`config.mk`:
```
export PLATFORM = sky130hd
export DESIGN_NAME = imem_loader_flat
export DESIGN_NICKNAME = d
export VERILOG_FILES = /design/src/rtl/imem_loader_pkg.sv /design/src/rtl/imem_loader_if.sv /design/src/rtl/imem_loader.sv /design/src/flat_wrapper.sv
export SDC_FILE = /design/constraint.sdc
export NUM_CORES = 1
export LEC_CHECK = 0
export CAP_MARGIN = 20
export CELL_PAD_IN_SITES_DETAIL_PLACEMENT = 1
export CELL_PAD_IN_SITES_GLOBAL_PLACEMENT = 2
export CORE_AREA = 10 10 86 88
export DETAILED_ROUTE_END_ITERATION = 12
export DIE_AREA = 0 0 96 98
export DONT_BUFFER_PORTS = 1
export PLACE_DENSITY_LB_ADDON = 0.2
export SYNTH_ARGS = -nofsm -noshare
export SYNTH_HDL_FRONTEND = slang
export SYNTH_SLANG_ARGS = --single-unit
export TNS_END_PERCENT = 100
```
`constraint.sdc`:
```
create_clock -name clk -period 4.25 [get_ports clk]
set_clock_uncertainty 0.15 [all_clocks]
set_input_delay 0.85 -clock clk [delete_from_list [all_inputs] [get_ports clk]]
set_output_delay 0.85 -clock clk [all_outputs]
set_load 0.005 [all_outputs]
```
`src/rtl/imem_loader_pkg.sv`:
```
// Shared definitions for the instruction-memory loader, fetch stage and instruction memory.
package imem_loader_pkg;

    localparam int ADDR_W_DEF = 8;
    localparam int DATA_W_DEF = 8;

    localparam logic [2:0] ST_IDLE = 3'd0;
    localparam logic [2:0] ST_LEN  = 3'd1;
    localparam logic [2:0] ST_DATA = 3'd2;
    localparam logic [2:0] ST_CHK  = 3'd3;
    localparam logic [2:0] ST_DONE = 3'd4;
    localparam logic [2:0] ST_ERR  = 3'd5;

    typedef enum logic [2:0] {
        IDLE = ST_IDLE,
        LEN  = ST_LEN,
        DATA = ST_DATA,
        CHK  = ST_CHK,
        DONE = ST_DONE,
        ERR  = ST_ERR
    } state_e;

endpackage

```
`src/rtl/imem_loader_if.sv`:
```
// Byte-stream input and instruction-memory write port of the loader.
interface imem_loader_if
    import imem_loader_pkg::*;
#(
    parameter int ADDR_W = ADDR_W_DEF,
    parameter int DATA_W = DATA_W_DEF
);
    logic [DATA_W-1:0] in_data;
    logic              in_valid;
    logic              in_ready;
    logic              mem_we;
    logic [ADDR_W-1:0] mem_addr;
    logic [DATA_W-1:0] mem_wdata;

    modport master (
        input  in_data, in_valid,
        output in_ready, mem_we, mem_addr, mem_wdata
    );

    modport slave (
        output in_data, in_valid,
        input  in_ready, mem_we, mem_addr, mem_wdata
    );
endinterface

```
`src/rtl/imem_loader.sv`:
```
// Frame loader (length, bytes, checksum) writing instruction memory; writes land 1 cycle after acceptance.
// in_ready is a pure state decode, so the stream may stall in any state without side effects.
module imem_loader
    import imem_loader_pkg::*;
#(
    parameter int ADDR_W = ADDR_W_DEF,
    parameter int DATA_W = DATA_W_DEF
)
(
    input  logic         clk,
    input  logic         reset,
    input  logic         start,
    imem_loader_if.master bus,
    output logic         core_rst_n,
    output logic         done,
    output logic         error
);

    state_e            state_q, state_d;
    logic [ADDR_W-1:0] idx_q, idx_d;
    logic [ADDR_W-1:0] cnt_q, cnt_d;
    logic [DATA_W-1:0] acc_q, acc_d;
    logic              we_q, we_d;
    logic [ADDR_W-1:0] addr_q, addr_d;
    logic [DATA_W-1:0] wdata_q, wdata_d;
    logic              ready;
    logic              accept;
    logic [ADDR_W-1:0] last_idx;

    assign ready  = (state_q == LEN) || (state_q == DATA) || (state_q == CHK);
    assign accept = ready && bus.in_valid;
    // cnt_q = 0 encodes a full 2^ADDR_W frame, so the last index wraps to all-ones
    assign last_idx = cnt_q - ADDR_W'(1);

    always_comb begin
        state_d = state_q;
        idx_d   = idx_q;
        cnt_d   = cnt_q;
        acc_d   = acc_q;
        we_d    = 1'b0;
        addr_d  = addr_q;
        wdata_d = wdata_q;
        case (state_q)
            IDLE, DONE, ERR: begin
                if (start) begin
                    state_d = LEN;
                    idx_d   = '0;
                    acc_d   = '0;
                end
            end
            LEN: begin
                if (accept) begin
                    cnt_d   = ADDR_W'(bus.in_data);
                    state_d = DATA;
                end
            end
            DATA: begin
                if (accept) begin
                    we_d    = 1'b1;
                    addr_d  = idx_q;
                    wdata_d = bus.in_data;
                    idx_d   = idx_q + ADDR_W'(1);
                    acc_d   = acc_q + bus.in_data;
                    if (idx_q == last_idx) begin
                        state_d = CHK;
                    end
                end
            end
            CHK: begin
                if (accept) begin
                    state_d = (bus.in_data == acc_q) ? DONE : ERR;
                end
            end
            default: state_d = IDLE;
        endcase
    end

    always_ff @(posedge clk or posedge reset) begin
        if (reset) begin
            state_q <= IDLE;
            idx_q   <= '0;
            cnt_q   <= '0;
            acc_q   <= '0;
            we_q    <= 1'b0;
            addr_q  <= '0;
            wdata_q <= '0;
        end else begin
            state_q <= state_d;
            idx_q   <= idx_d;
            cnt_q   <= cnt_d;
            acc_q   <= acc_d;
            we_q    <= we_d;
            addr_q  <= addr_d;
            wdata_q <= wdata_d;
        end
    end

    assign bus.in_ready  = ready;
    assign bus.mem_we    = we_q;
    assign bus.mem_addr  = addr_q;
    assign bus.mem_wdata = wdata_q;
    assign core_rst_n    = (state_q == DONE);
    assign done          = (state_q == DONE);
    assign error         = (state_q == ERR);

endmodule

```
`src/flat_wrapper.sv`:
```
// flat-port wrapper written by rule: the top's interface ports become plain ports
module imem_loader_flat import imem_loader_pkg::*;
#(
    parameter int ADDR_W = ADDR_W_DEF,
    parameter int DATA_W = DATA_W_DEF
)
  (clk, reset, start, core_rst_n, done, error, bus_in_data, bus_in_valid, bus_in_ready, bus_mem_we, bus_mem_addr, bus_mem_wdata);
  imem_loader_if #(.ADDR_W(ADDR_W), .DATA_W(DATA_W)) bus_i ();
  input  logic clk;
  input  logic reset;
  input  logic start;
  output logic core_rst_n;
  output logic done;
  output logic error;
  input wire logic [$bits(bus_i.in_data)-1:0] bus_in_data;
  input wire logic [$bits(bus_i.in_valid)-1:0] bus_in_valid;
  output wire logic [$bits(bus_i.in_ready)-1:0] bus_in_ready;
  output wire logic [$bits(bus_i.mem_we)-1:0] bus_mem_we;
  output wire logic [$bits(bus_i.mem_addr)-1:0] bus_mem_addr;
  output wire logic [$bits(bus_i.mem_wdata)-1:0] bus_mem_wdata;
  assign bus_i.in_data = bus_in_data;
  assign bus_i.in_valid = bus_in_valid;
  assign bus_in_ready = bus_i.in_ready;
  assign bus_mem_we = bus_i.mem_we;
  assign bus_mem_addr = bus_i.mem_addr;
  assign bus_mem_wdata = bus_i.mem_wdata;
  imem_loader #(.ADDR_W(ADDR_W), .DATA_W(DATA_W)) u_core (.clk(clk), .reset(reset), .start(start), .bus(bus_i), .core_rst_n(core_rst_n), .done(done), .error(error));
endmodule
```
# Yosys cells after proc, flatten, opt, wreduce, memory -nomap -nowiden
# Index checks and enable logic that the tools add are counted.
# W data, S select, Z words.
# op_classes
reduce_logical	10
muxes	14
eq_ne	12
add_sub_neg	3
# ops
operator	n
$pmux W8 S2	2
$mux W8	3
$eq A8 B8 Y1	2
$mux W3	5
$pmux W3 S4	1
$add A8 B1 Y8 const B	1
$add A8 B8 Y8	1
$sub A8 B1 Y8 const B	1
$eq A3 B2 Y1 const B	2
$eq A3 B3 Y1 const B	2
$ne A2 B1 Y1 const B	3
$reduce_and A5 Y1	1
$ne A2 B2 Y1 const B	2
$reduce_and A2 Y1	2
$eq A3 B1 Y1 const B	1
$logic_not A3 Y1	1
$mux W1	3
$reduce_and A3 Y1	1
$reduce_or A3 Y1	1
$logic_or A1 B1 Y1	2
$reduce_bool A2 Y1	1
$logic_and A1 B1 Y1	1
# totals
elab_cells	46
in_bits	12
ff_bits	44

# Longest topological paths before layout
# logic_depth
ltp_word	6
depth_mapped	9

# Worst setup path before layout
# No wires, ideal clock.
# synth_path
path_kind	input to register
startpoint	input bus_in_data[0]
endpoint	register u_core.acc_q[6]
slack_ps	1718
setup_time_ps	123
t_arrival_ps	2259
cell_stages	8
path_cell_list	ha_1 -> fa_1 -> a21o_1 -> a21oi_1 -> o21bai_1 -> a21oi_1 -> xor2_1 -> o21ai_1
# synth_via
elab_chain_len	3
# synth_rtl
item	line	text
start: declaration	flat_wrapper.sv:15	input wire logic [$bits(bus_i.in_data)-1:0] bus_in_data;
$add A8 B8 Y8	imem_loader.sv:63	acc_d = acc_q + bus.in_data;
$mux W8	imem_loader.sv:58	if (accept) begin
$pmux W8 S2	imem_loader.sv:43	case (state_q)
end signal: assignment	imem_loader.sv:83	acc_q <= '0;
end signal: assignment	imem_loader.sv:91	acc_q <= acc_d;
end: declaration	imem_loader.sv:22	logic [DATA_W-1:0] acc_q, acc_d;
# No other way between the ends. The select of a mux whose other input is x is not followed.
# A chain may end at the register's enable or synchronous reset.

# Final worst setup path
# layout_path
startpoint	input bus_in_data[1]
endpoint	register u_core.acc_q[7]
# The elaborated chain is that of the path after synthesis.

==> impl_metrics.toml <==
[route]
vias_per_cell = 5.57
num_vias = 1822
first_pass_iters = 4
drtAntennaViolNets = 0
drtIter0Drc = 96
drt-total-wl_um = 6110
routedWlPerCell_um = 18.7
drcViolationCount = 0

[sta]
rsz0062_at_grt = "false"
setup_violations = 0
fin_crit_sh_pct = 55.5
setup_tns_ns = 0
relSlewSlack_pct = 36.0
tightest_slew_ns = 0.958
hold_viol_final = 0
finalCriticalPeriod_ns = 2.36
maxSlewViolCount = 0
max_clock_freq_mhz = 424
setup_slack_ns = 1.89

[setup_path]
worstPathArrival_ns = 2.44
crit_fanout = 4
crit_required_ns = 4.33
regToRegSetupSlack_ns = 1.91
start_kind = "input port"
critPathKind = "input port to flip-flop"
cp-end-kind = "flip-flop"

[clock_tree]
post_cts_buffers = 0
cts_hold_buffers = 0
cts-root-buf = "clkbuf_8"
cts.sinks = 44
clk_pin_slew_ns = 0.10
cts_tree = "done"
cts_resized = 0
cts.htree.levels = 2
clk-insertion-delay-late_ns = 0.31
clock_path_buffers = 2
cts_buffers = 5

[die]
num_rows = 28
chipWidth_um = 96
coreArea_sq_um = 5750
initial_utilization_pct = 40.9
io_pins = 33
fp.dieH_um = 98
dieArea_sq_um = 9410

[global_route]
grt.met2_usage_pct = 20.5
grt_pass1_wl_um = 10300
grt.total_usage_pct = 13.8
grt_pass1_vias = 1861
grtUsageMet3_pct = 3.91
grt_max_degree = 45
gr-max-usage-layer = "met2"
met1_usage_pct = 18.8
grt_overflow_total = 0
antenna_found_initial = 0

[synthesis]
ys.flop_type = "dfrtp_1"
ys_types = 42
syn-cell-area_sq_um = 2350
yosys_warnings = 0
ys_seq_area_share_pct = 46.8
avgSynthCellArea_sq_um = 9.22
ys_seq_elements = 44
syn_inst = 255
syn_nets = 277
synth_edf_count = 0
async_flop_share_pct = 100

[layout]
num-fill-cells = 691
final_common_cell = "nand2_1"
layout_common_cells = "nand2_1, dfrtp_1, o21ai_1"
area_growth_pct = 6.81
finalNonFillerCells = 327
drive_gt1_share_pct = 5.56
num-nets-final = 273
diodes = 0
fin_area_sq_um = 2510

[place]
post_dp_cell_area_sq_um = 2400
pre_cts_slack_ns = 1.58
place_congestion = 0.800
hpwl_um = 4220
port_buffers = 0
dp_cells = 319

[worst_hold_path]
hold_path_class = "flip-flop to flip-flop"

[power]
irDropWorstVdd_v = 0.000248
power.leakage_nw = 1.18
power_density_nw_per_um2 = 706

[status]
status = "completed"

[job]
maxCapViolations = 0
synthesized netlist by cell type, types with 2 or more instances:
master / n / area, sq um
a211oi_1: 2 / 15.0
nand3b_1: 2 / 15.0
nand2_1: 65 / 244
xor2_1: 8 / 70.1
ha_1: 9 / 113
o21bai_1: 2 / 15.0
nand4_1: 2 / 12.5
a32o_1: 2 / 20.0
and3_1: 3 / 18.8
a31oi_1: 5 / 31.3
o21ai_0: 9 / 45.0
nor2_1: 13 / 48.8
nand2b_1: 2 / 12.5
nor4_1: 3 / 18.8
a22o_1: 3 / 26.3
dfrtp_1: 44 / 1100
o21ai_1: 17 / 85.1
buf_2: 3 / 15.0
clkbuf_1: 7 / 26.3
inv_1: 6 / 22.5
a21oi_1: 9 / 45.0
buf_4: 3 / 22.5
xnor2_1: 8 / 70.1
nor3_1: 2 / 10.0
a21o_1: 2 / 15.0
a221o_1: 2 / 20.0
mux2_1: 6 / 67.6
nor2b_1: 2 / 12.5
path summary, 6_finish.rpt:
path	end	cells after the start	from
max in group asynchronous	u_core.state_q[2]	1	reset
worst min-delay path	u_core.acc_q[2]	2	u_core.acc_q[2]
worst max-delay path	u_core.acc_q[7]	7	bus_in_data[1]
worst min register to register	u_core.acc_q[2]	2	u_core.acc_q[2]
worst max register to register	u_core.idx_q[7]	5	u_core.state_q[1]
min in group asynchronous	u_core.acc_q[3]	1	reset
registers in the layout, summed over array words and instances (netlist names):
signal	flops
u_core.acc_q	8
u_core.bus.mem_addr	8
u_core.bus.mem_wdata	8
u_core.bus.mem_we	1
u_core.cnt_q	8
u_core.idx_q	8
u_core.state_q	3
worst max-delay path, stage by stage:
cell and delay [ns]:
ha_1 0.30, a211oi_1 0.41, o21ai_0 0.20, a31oi_1 0.22, xor2_1 0.21, a21oi_1 0.09
o22ai_1 0.15
layer usage:
layer | share of wire, % | wire length [um] | up-vias
met2 | 46 | 2830 | 37
met3 | 5.4 | 327 | 4
met1 | 47 | 2890 | 918
li1 | - | - | 863
met5 | 0 | 0 | -
met4 | 0.97 | 59 | 0
stage by stage:
step                utilization, %  hold WS (ns)  total power, mW
global placement              41.7         0.328             1.42
floorplan                        -         0.310             1.26
global route                  43.7         0.401             1.94
finish                        43.7         0.359             1.77
detailed placement            41.7         0.334             1.45
CTS                           43.7         0.362             1.80
cells by family (layout without fill, tap and decap cells):
| logic type | count (synthesis) | after routing | share of synthesized area [%] |
|---|---|---|---|
| AO/OA/AOI/OAI | 58 | 58 | 15.3 |
| AND/OR/NAND/NOR | 99 | 99 | 18.5 |
| flip-flops | 44 | 44 | 46.8 |
| XOR/XNOR | 17 | 17 | 6.65 |
| adder cells (fa/ha/maj) | 10 | 10 | 5.64 |
| multiplexers | 7 | 7 | 3.30 |
| buffers and inverters | 20 | 17 | 3.83 |
report_power, final:
part           switching, mW  total [mW]  internal, mW
Sequential             0.162       0.722         0.560
Clock                  0.159       0.336         0.177
Combinational          0.408       0.715         0.307
Total                  0.729        1.77          1.04
final cells by class:
type / instances / area [sq um] / share of cell area (%)
tap: 75 / 93.8 / 3.74
multi-input combinational: 191 / 1160 / 46.2
clock inverter: 3 / 46.3 / 1.84
clock buffer: 5 / 68.8 / 2.74
inverter: 7 / 26.3 / 1.05
timing repair buffer: 2 / 15.0 / 0.598
sequential: 44 / 1100 / 43.8
(Power assumes the default switching activity.)
